$ cat src/rtl/elevator_pkg.sv
// Shared types for the elevator controller: FSM state encoding, direction constants
// and floor mask helpers sized for the largest supported building (16 floors).
package elevator_pkg;

  localparam int MAX_FLOORS = 16;

  typedef enum logic [1:0] {
    IDLE      = 2'd0,
    MOVE_UP   = 2'd1,
    MOVE_DOWN = 2'd2,
    DOOR_OPEN = 2'd3
  } state_t;

  localparam logic DIR_UP   = 1'b1;
  localparam logic DIR_DOWN = 1'b0;

  // Bits strictly above idx; the double shift lets idx=15 wrap cleanly to an empty mask.
  function automatic logic [MAX_FLOORS-1:0] above_mask(input logic [3:0] idx);
    return ~(((16'd1 << idx) << 1) - 16'd1);
  endfunction

  function automatic logic [MAX_FLOORS-1:0] below_mask(input logic [3:0] idx);
    return (16'd1 << idx) - 16'd1;
  endfunction

endpackage

$ cat src/rtl/elevator_tick_gen.sv
// Free-running motion tick: one-cycle pulse every TICK_DIV clk cycles, the first one
// on the TICK_DIV-th rising edge after reset release; never stalls.
module elevator_tick_gen #(
  parameter int TICK_DIV = 16777216
) (
  input  logic clk,
  input  logic rst,
  output logic tick
);

  localparam int CW = $clog2(TICK_DIV);
  localparam logic [CW-1:0] LAST = CW'(TICK_DIV - 1);

  logic [CW-1:0] r_cnt;
  logic          w_wrap;

  assign w_wrap = (r_cnt == LAST);
  assign tick   = w_wrap;

  always_ff @(posedge clk or posedge rst) begin
    if (rst) begin
      r_cnt <= '0;
    end else if (w_wrap) begin
      r_cnt <= '0;
    end else begin
      r_cnt <= r_cnt + CW'(1);
    end
  end

endmodule

$ cat src/rtl/elevator_controller.sv
// SCAN elevator controller: latches floor calls, moves one floor per tick, holds the door
// for DOOR_TICKS ticks. Outputs registered, decisions take effect on the edge a call arrives.
module elevator_controller
  import elevator_pkg::*;
#(
  parameter int N_FLOORS   = 8,
  parameter int TICK_DIV   = 16777216,
  parameter int DOOR_TICKS = 2
) (
  input  logic                        clk,
  input  logic                        rst,
  input  logic [N_FLOORS-1:0]         call_req,
  output logic [N_FLOORS-1:0]         floor_oh,
  output logic [$clog2(N_FLOORS)-1:0] floor_bin,
  output logic                        dir_up,
  output logic                        moving,
  output logic                        door_open,
  output logic [N_FLOORS-1:0]         pending
);

  localparam int FW = $clog2(N_FLOORS);
  localparam int DW = (DOOR_TICKS > 1) ? $clog2(DOOR_TICKS) : 1;
  localparam logic [FW-1:0] TOP_FLOOR = FW'(N_FLOORS - 1);
  localparam logic [DW-1:0] DOOR_LAST = DW'(DOOR_TICKS - 1);

  state_t              r_state;
  logic [FW-1:0]       r_cur;
  logic                r_dir_up;
  logic                r_moving;
  logic                r_door_open;
  logic [N_FLOORS-1:0] r_pending;
  logic [N_FLOORS-1:0] r_floor_oh;
  logic [DW-1:0]       r_door_cnt;

  logic                w_tick;
  logic [N_FLOORS-1:0] w_req;
  logic [FW-1:0]       w_cur_up;
  logic [FW-1:0]       w_cur_dn;
  logic                w_above;
  logic                w_below;
  logic                w_above_up;
  logic                w_below_dn;

  state_t              w_state_n;
  logic [FW-1:0]       w_cur_n;
  logic                w_dir_n;
  logic [DW-1:0]       w_door_cnt_n;
  logic [N_FLOORS-1:0] w_pending_n;
  logic [N_FLOORS-1:0] w_oh_n;

  elevator_tick_gen #(
    .TICK_DIV (TICK_DIV)
  ) u_tick_gen (
    .clk  (clk),
    .rst  (rst),
    .tick (w_tick)
  );

  // Calls arriving this edge count as outstanding so they can be acted on immediately.
  assign w_req    = r_pending | call_req;
  assign w_cur_up = r_cur + FW'(1);
  assign w_cur_dn = r_cur - FW'(1);

  assign w_above    = |(w_req & N_FLOORS'(above_mask(4'(r_cur))));
  assign w_below    = |(w_req & N_FLOORS'(below_mask(4'(r_cur))));
  assign w_above_up = |(w_req & N_FLOORS'(above_mask(4'(w_cur_up))));
  assign w_below_dn = |(w_req & N_FLOORS'(below_mask(4'(w_cur_dn))));

  always_comb begin
    w_state_n    = r_state;
    w_cur_n      = r_cur;
    w_dir_n      = r_dir_up;
    w_door_cnt_n = r_door_cnt;
    w_pending_n  = w_req;

    case (r_state)
      IDLE: begin
        if (w_req[r_cur]) begin
          w_state_n    = DOOR_OPEN;
          w_door_cnt_n = '0;
        end else if ((r_dir_up == DIR_UP) && w_above) begin
          w_state_n = MOVE_UP;
        end else if ((r_dir_up == DIR_DOWN) && w_below) begin
          w_state_n = MOVE_DOWN;
        end else if (w_above) begin
          w_dir_n   = DIR_UP;
          w_state_n = MOVE_UP;
        end else if (w_below) begin
          w_dir_n   = DIR_DOWN;
          w_state_n = MOVE_DOWN;
        end
      end

      MOVE_UP: begin
        if (r_cur == TOP_FLOOR) begin
          w_state_n = IDLE;
        end else if (w_tick) begin
          w_cur_n = w_cur_up;
          if (w_req[w_cur_up]) begin
            w_state_n    = DOOR_OPEN;
            w_door_cnt_n = '0;
          end else if (!w_above_up) begin
            w_state_n = IDLE;
          end
        end
      end

      MOVE_DOWN: begin
        if (r_cur == '0) begin
          w_state_n = IDLE;
        end else if (w_tick) begin
          w_cur_n = w_cur_dn;
          if (w_req[w_cur_dn]) begin
            w_state_n    = DOOR_OPEN;
            w_door_cnt_n = '0;
          end else if (!w_below_dn) begin
            w_state_n = IDLE;
          end
        end
      end

      DOOR_OPEN: begin
        // A fresh call for this floor keeps the door open rather than re-queueing it.
        if (call_req[r_cur]) begin
          w_door_cnt_n = '0;
        end else if (w_tick) begin
          if (r_door_cnt == DOOR_LAST) begin
            w_state_n = IDLE;
          end else begin
            w_door_cnt_n = r_door_cnt + DW'(1);
          end
        end
      end

      default: begin
        w_state_n = IDLE;
      end
    endcase

    if (w_state_n == DOOR_OPEN) begin
      w_pending_n[w_cur_n] = 1'b0;
    end
  end

  assign w_oh_n = N_FLOORS'(1) << w_cur_n;

  always_ff @(posedge clk or posedge rst) begin
    if (rst) begin
      r_state     <= IDLE;
      r_cur       <= '0;
      r_dir_up    <= DIR_UP;
      r_moving    <= 1'b0;
      r_door_open <= 1'b0;
      r_pending   <= '0;
      r_floor_oh  <= N_FLOORS'(1);
      r_door_cnt  <= '0;
    end else begin
      r_state     <= w_state_n;
      r_cur       <= w_cur_n;
      r_dir_up    <= w_dir_n;
      r_moving    <= (w_state_n == MOVE_UP) || (w_state_n == MOVE_DOWN);
      r_door_open <= (w_state_n == DOOR_OPEN);
      r_pending   <= w_pending_n;
      r_floor_oh  <= w_oh_n;
      r_door_cnt  <= w_door_cnt_n;
    end
  end

  assign floor_oh  = r_floor_oh;
  assign floor_bin = r_cur;
  assign dir_up    = r_dir_up;
  assign moving    = r_moving;
  assign door_open = r_door_open;
  assign pending   = r_pending;

endmodule

$ cat config.mk
export PLATFORM = sky130hd
export DESIGN_NAME = elevator_controller
export DESIGN_NICKNAME = d
export VERILOG_FILES = /design/src/rtl/elevator_pkg.sv /design/src/rtl/elevator_tick_gen.sv /design/src/rtl/elevator_controller.sv
export SDC_FILE = /design/constraint.sdc
export NUM_CORES = 1
export LEC_CHECK = 0
export BUFFER_PORTS_ARGS = -buffer_cell sky130_fd_sc_hd__buf_2
export CORE_MARGIN = 2
export CORE_UTILIZATION = 40
export DETAILED_ROUTE_END_ITERATION = 6
export GPL_TIMING_DRIVEN = 1
export PLACE_DENSITY = 0.7
export SYNTH_ARGS = -nofsm -noshare
export SYNTH_HDL_FRONTEND = slang
export SYNTH_HIERARCHICAL = 1
export SYNTH_SLANG_ARGS = --single-unit
$ cat constraint.sdc
create_clock -name clk -period 3.24 [get_ports clk]
set_input_delay 0.81 -clock clk [delete_from_list [all_inputs] [get_ports clk]]
set_output_delay 0.81 -clock clk [all_outputs]
set_load 0.03 [all_outputs]
==> results.yml <==
setup_path:
  end_kind: "flop"
  path_class: "flop to flop"
  crit_path_start_kind: "flop"
  required_ns: 3.47
  crit_arrival_ns: 3.38
  reg2reg_slack_ns: 0.09
  crit_fanout: 8
synth:
  netlist_instances: 363
  synth_ff_type: "dfrtp_1"
  ys_types: 68
  seq_area_frac_synth: 0.3589
  ys_seq_elements: 49
  synth_edf_count: 0
  yosys_warnings: 6
  synth_area_mm2: 0.003423
  avgSynthCellArea_um2: 9.431
  synth_fp_nets: 390
  async_reset_ff_frac: 1.000
placement:
  place.gp.congestion: 0.9455
  preCtsSetupSlack_ns: -0.03456
  placed_cells: 522
  placed_cell_area_mm2: 0.003938
  dp.final_hpwl_mm: 6.774
  io_buffer_count: 31
detailed_routing:
  vias: 3098
  drtIter0Drc: 219
  drcViolationCount: 0
  wirelength_mm: 8.991
  drt-pass1-iter-count: 5
  drtAntennaViolNets: 0
  vias_per_cell: 5.716
  wl_per_cell_um: 16.59
sta:
  fin_skew_ns: 0.01211
  layout_setup_ws_ns: 0.08585
  setup_viol_count_final: 0
  finalHoldViolations: 0
  slew_headroom: 0.3757
  layout_min_cycle_time_ns: 3.154
  worst_pin_slew_ns: 0.9354
  post-route-period-util: 0.9735
  fmax_mhz: 317.0
  slew_violations: 0
clocking:
  htreeDepth: 2
  ctsRootBufferMaster: "clkbuf_8"
  insertion_delay_ns: 0.31
  clk_pin_slew_ns: 0.10
  holdBufCountCts: 0
  cts_inserted_buffers: 5
  cts_tree: "done"
  cts.sinks: 49
  cts_buffer_depth: 2
floorplan:
  fp.dieW_um: 96.51
  ios: 32
  start_util: 0.4145
  die_area_mm2: 0.009314
  coreArea_mm2: 0.008258
  num_rows: 33
  die_h_um: 96.51
final_layout:
  layout-drive-gt1-share: 0.3570
  fin_util: 0.5205
  final_cells: 542
  antennaDiodeCount: 0
  fin_area_mm2: 0.004298
  layout.nets: 463
  area_growth_pct: 25.55
power:
  p_leak_nw: 1.854
  vdd_drop_max_mv: 0.3869
  p_per_area_mw_per_mm2: 250.1
job:
  maxCapViolCount: 0
global_routing:
  grt_pass1_wl_mm: 14.07
  grt_remaining_overflow: 0
  antenna_found_initial: 0
  grt.total_usage: 0.1934
  grt_max_degree: 26
  grt_pass1_vias: 2857
status:
  run_status: "completed"
hold_path:
  hold_class: "flop to flop"
[registers in the layout, summed over array words and instances (netlist names)]
register,cells
r_door_cnt,1
floor_oh,8
moving,1
floor_bin,3
u_tick_gen/r_cnt,24
door_open,1
pending,8
dir_up,1
r_state,2
[report_power, final]
part | internal (W) | switching, W
Sequential | 0.000611 | 0.000000000000000000162
Combinational | 0.00000740 | 0.0000189
Clock | 0.000231 | 0.000207
[area by class of cell]
class	count	area, um2
clock buffer	5	68.82
clock inverter	3	46.29
fill	753	3960
inverter	19	76.32
multi-input combinational	281	2203
sequential	49	1232
tap	105	131.4
timing repair buffer	80	539.3
[metrics by stage]
stage                     hold slack [ns]  TNS [ns]  power (W)
final                              0.4925         0   0.001075
after global routing               0.5101   -0.1949   0.001108
after CTS                          0.4935         0   0.001084
after detailed placement           0.4800   -0.1001  0.0006497
after global placement             0.4563         0  0.0006493
after floorplan                    0.4382         0  0.0006374
[final timing paths]
kind,startpoint,endpoint,depth (start not counted)
max in group asynchronous,rst,floor_bin[0],2
setup / recovery,floor_bin[0],pending[4],16
min in group asynchronous,rst,u_tick_gen/r_cnt[8],2
hold / removal,u_tick_gen/r_cnt[22],u_tick_gen/r_cnt[22],1
hold reg to reg,u_tick_gen/r_cnt[22],u_tick_gen/r_cnt[22],1
setup reg to reg,floor_bin[0],pending[4],16
[cells in the mapped netlist (3+ instances only)]
cell       n  area share
mux4_1     4       0.031
buf_2      5      0.0073
buf_4      5       0.011
xor2_1     9       0.023
mux2_2     3      0.0099
nand3_1   17       0.025
nor4_1     3      0.0055
inv_1     16       0.018
nor3_1     9       0.013
ha_1      17       0.062
nand2_1   30       0.033
a31oi_1    6       0.011
nand4_1    5      0.0091
and3_1     5      0.0091
xnor2_1   17       0.043
or2_2      9       0.016
a21oi_1   21       0.031
nor2b_1    4      0.0073
o211ai_1   4      0.0088
or4_1      3      0.0066
and2_1     4      0.0073
mux2i_1    3      0.0088
o31ai_1    4      0.0088
and4_1     4       0.010
dfrtp_1   47        0.34
o21ai_0   10       0.015
nor2_1    36       0.039
nor4b_1    4       0.010
[critical path, cell delays in order, from the launching register on]
cell	delay (ns)
dfrtp_2	0.47
buf_4	0.16
ha_2	0.24
nand2_1	0.10
ha_2	0.21
nand2b_1	0.10
buf_4	0.15
and4_1	0.18
a211o_1	0.26
nor3_4	0.20
buf_4	0.16
nor2_1	0.04
nor3_2	0.19
nor3_2	0.08
ha_2	0.21
and2_4	0.15
a31oi_1	0.15
[per-layer routing]
| metal | track usage | share of wire | up-vias |
|---|---|---|---|
| li1 | - | - | 1475 |
| met1 | 0.2694 | 0.45 | 1495 |
| met2 | 0.3096 | 0.48 | 105 |
| met3 | 0.02793 | 0.044 | 23 |
| met4 | 0.06573 | 0.026 | 0 |
| met5 | 0 | 0 | - |
[cell usage in the layout (no fill, tap or decap), types with 7 or more instances in the layout]
master and count:
xor2_1 9, xnor2_1 16, o21ai_0 10, or2_2 9, buf_4 47, a21oi_1 19
dfrtp_1 44, buf_2 31, inv_1 16, nor2_1 35, nand3_1 16, nand2_1 29
ha_1 7
[logic make-up (layout without fill, tap and decap cells)]
kind of cell / count (synthesis) / after routing / share of synthesized area
compound gates: 75 / 75 / 0.1550
xor+xnor: 26 / 26 / 0.06652
mux: 14 / 14 / 0.07127
buf+inv: 33 / 107 / 0.05007
fa+ha+maj: 17 / 17 / 0.06213
flops: 49 / 49 / 0.3589
simple gates: 149 / 149 / 0.2361
[repair_timing]
item                                    4_1_cts  5_1_grt
endpoints found under the setup margin        8        9
pin swaps                                     1       11
gates resized for setup                       1       28
buffers inserted                              1       11
Power figures use the tool's default switching activity.
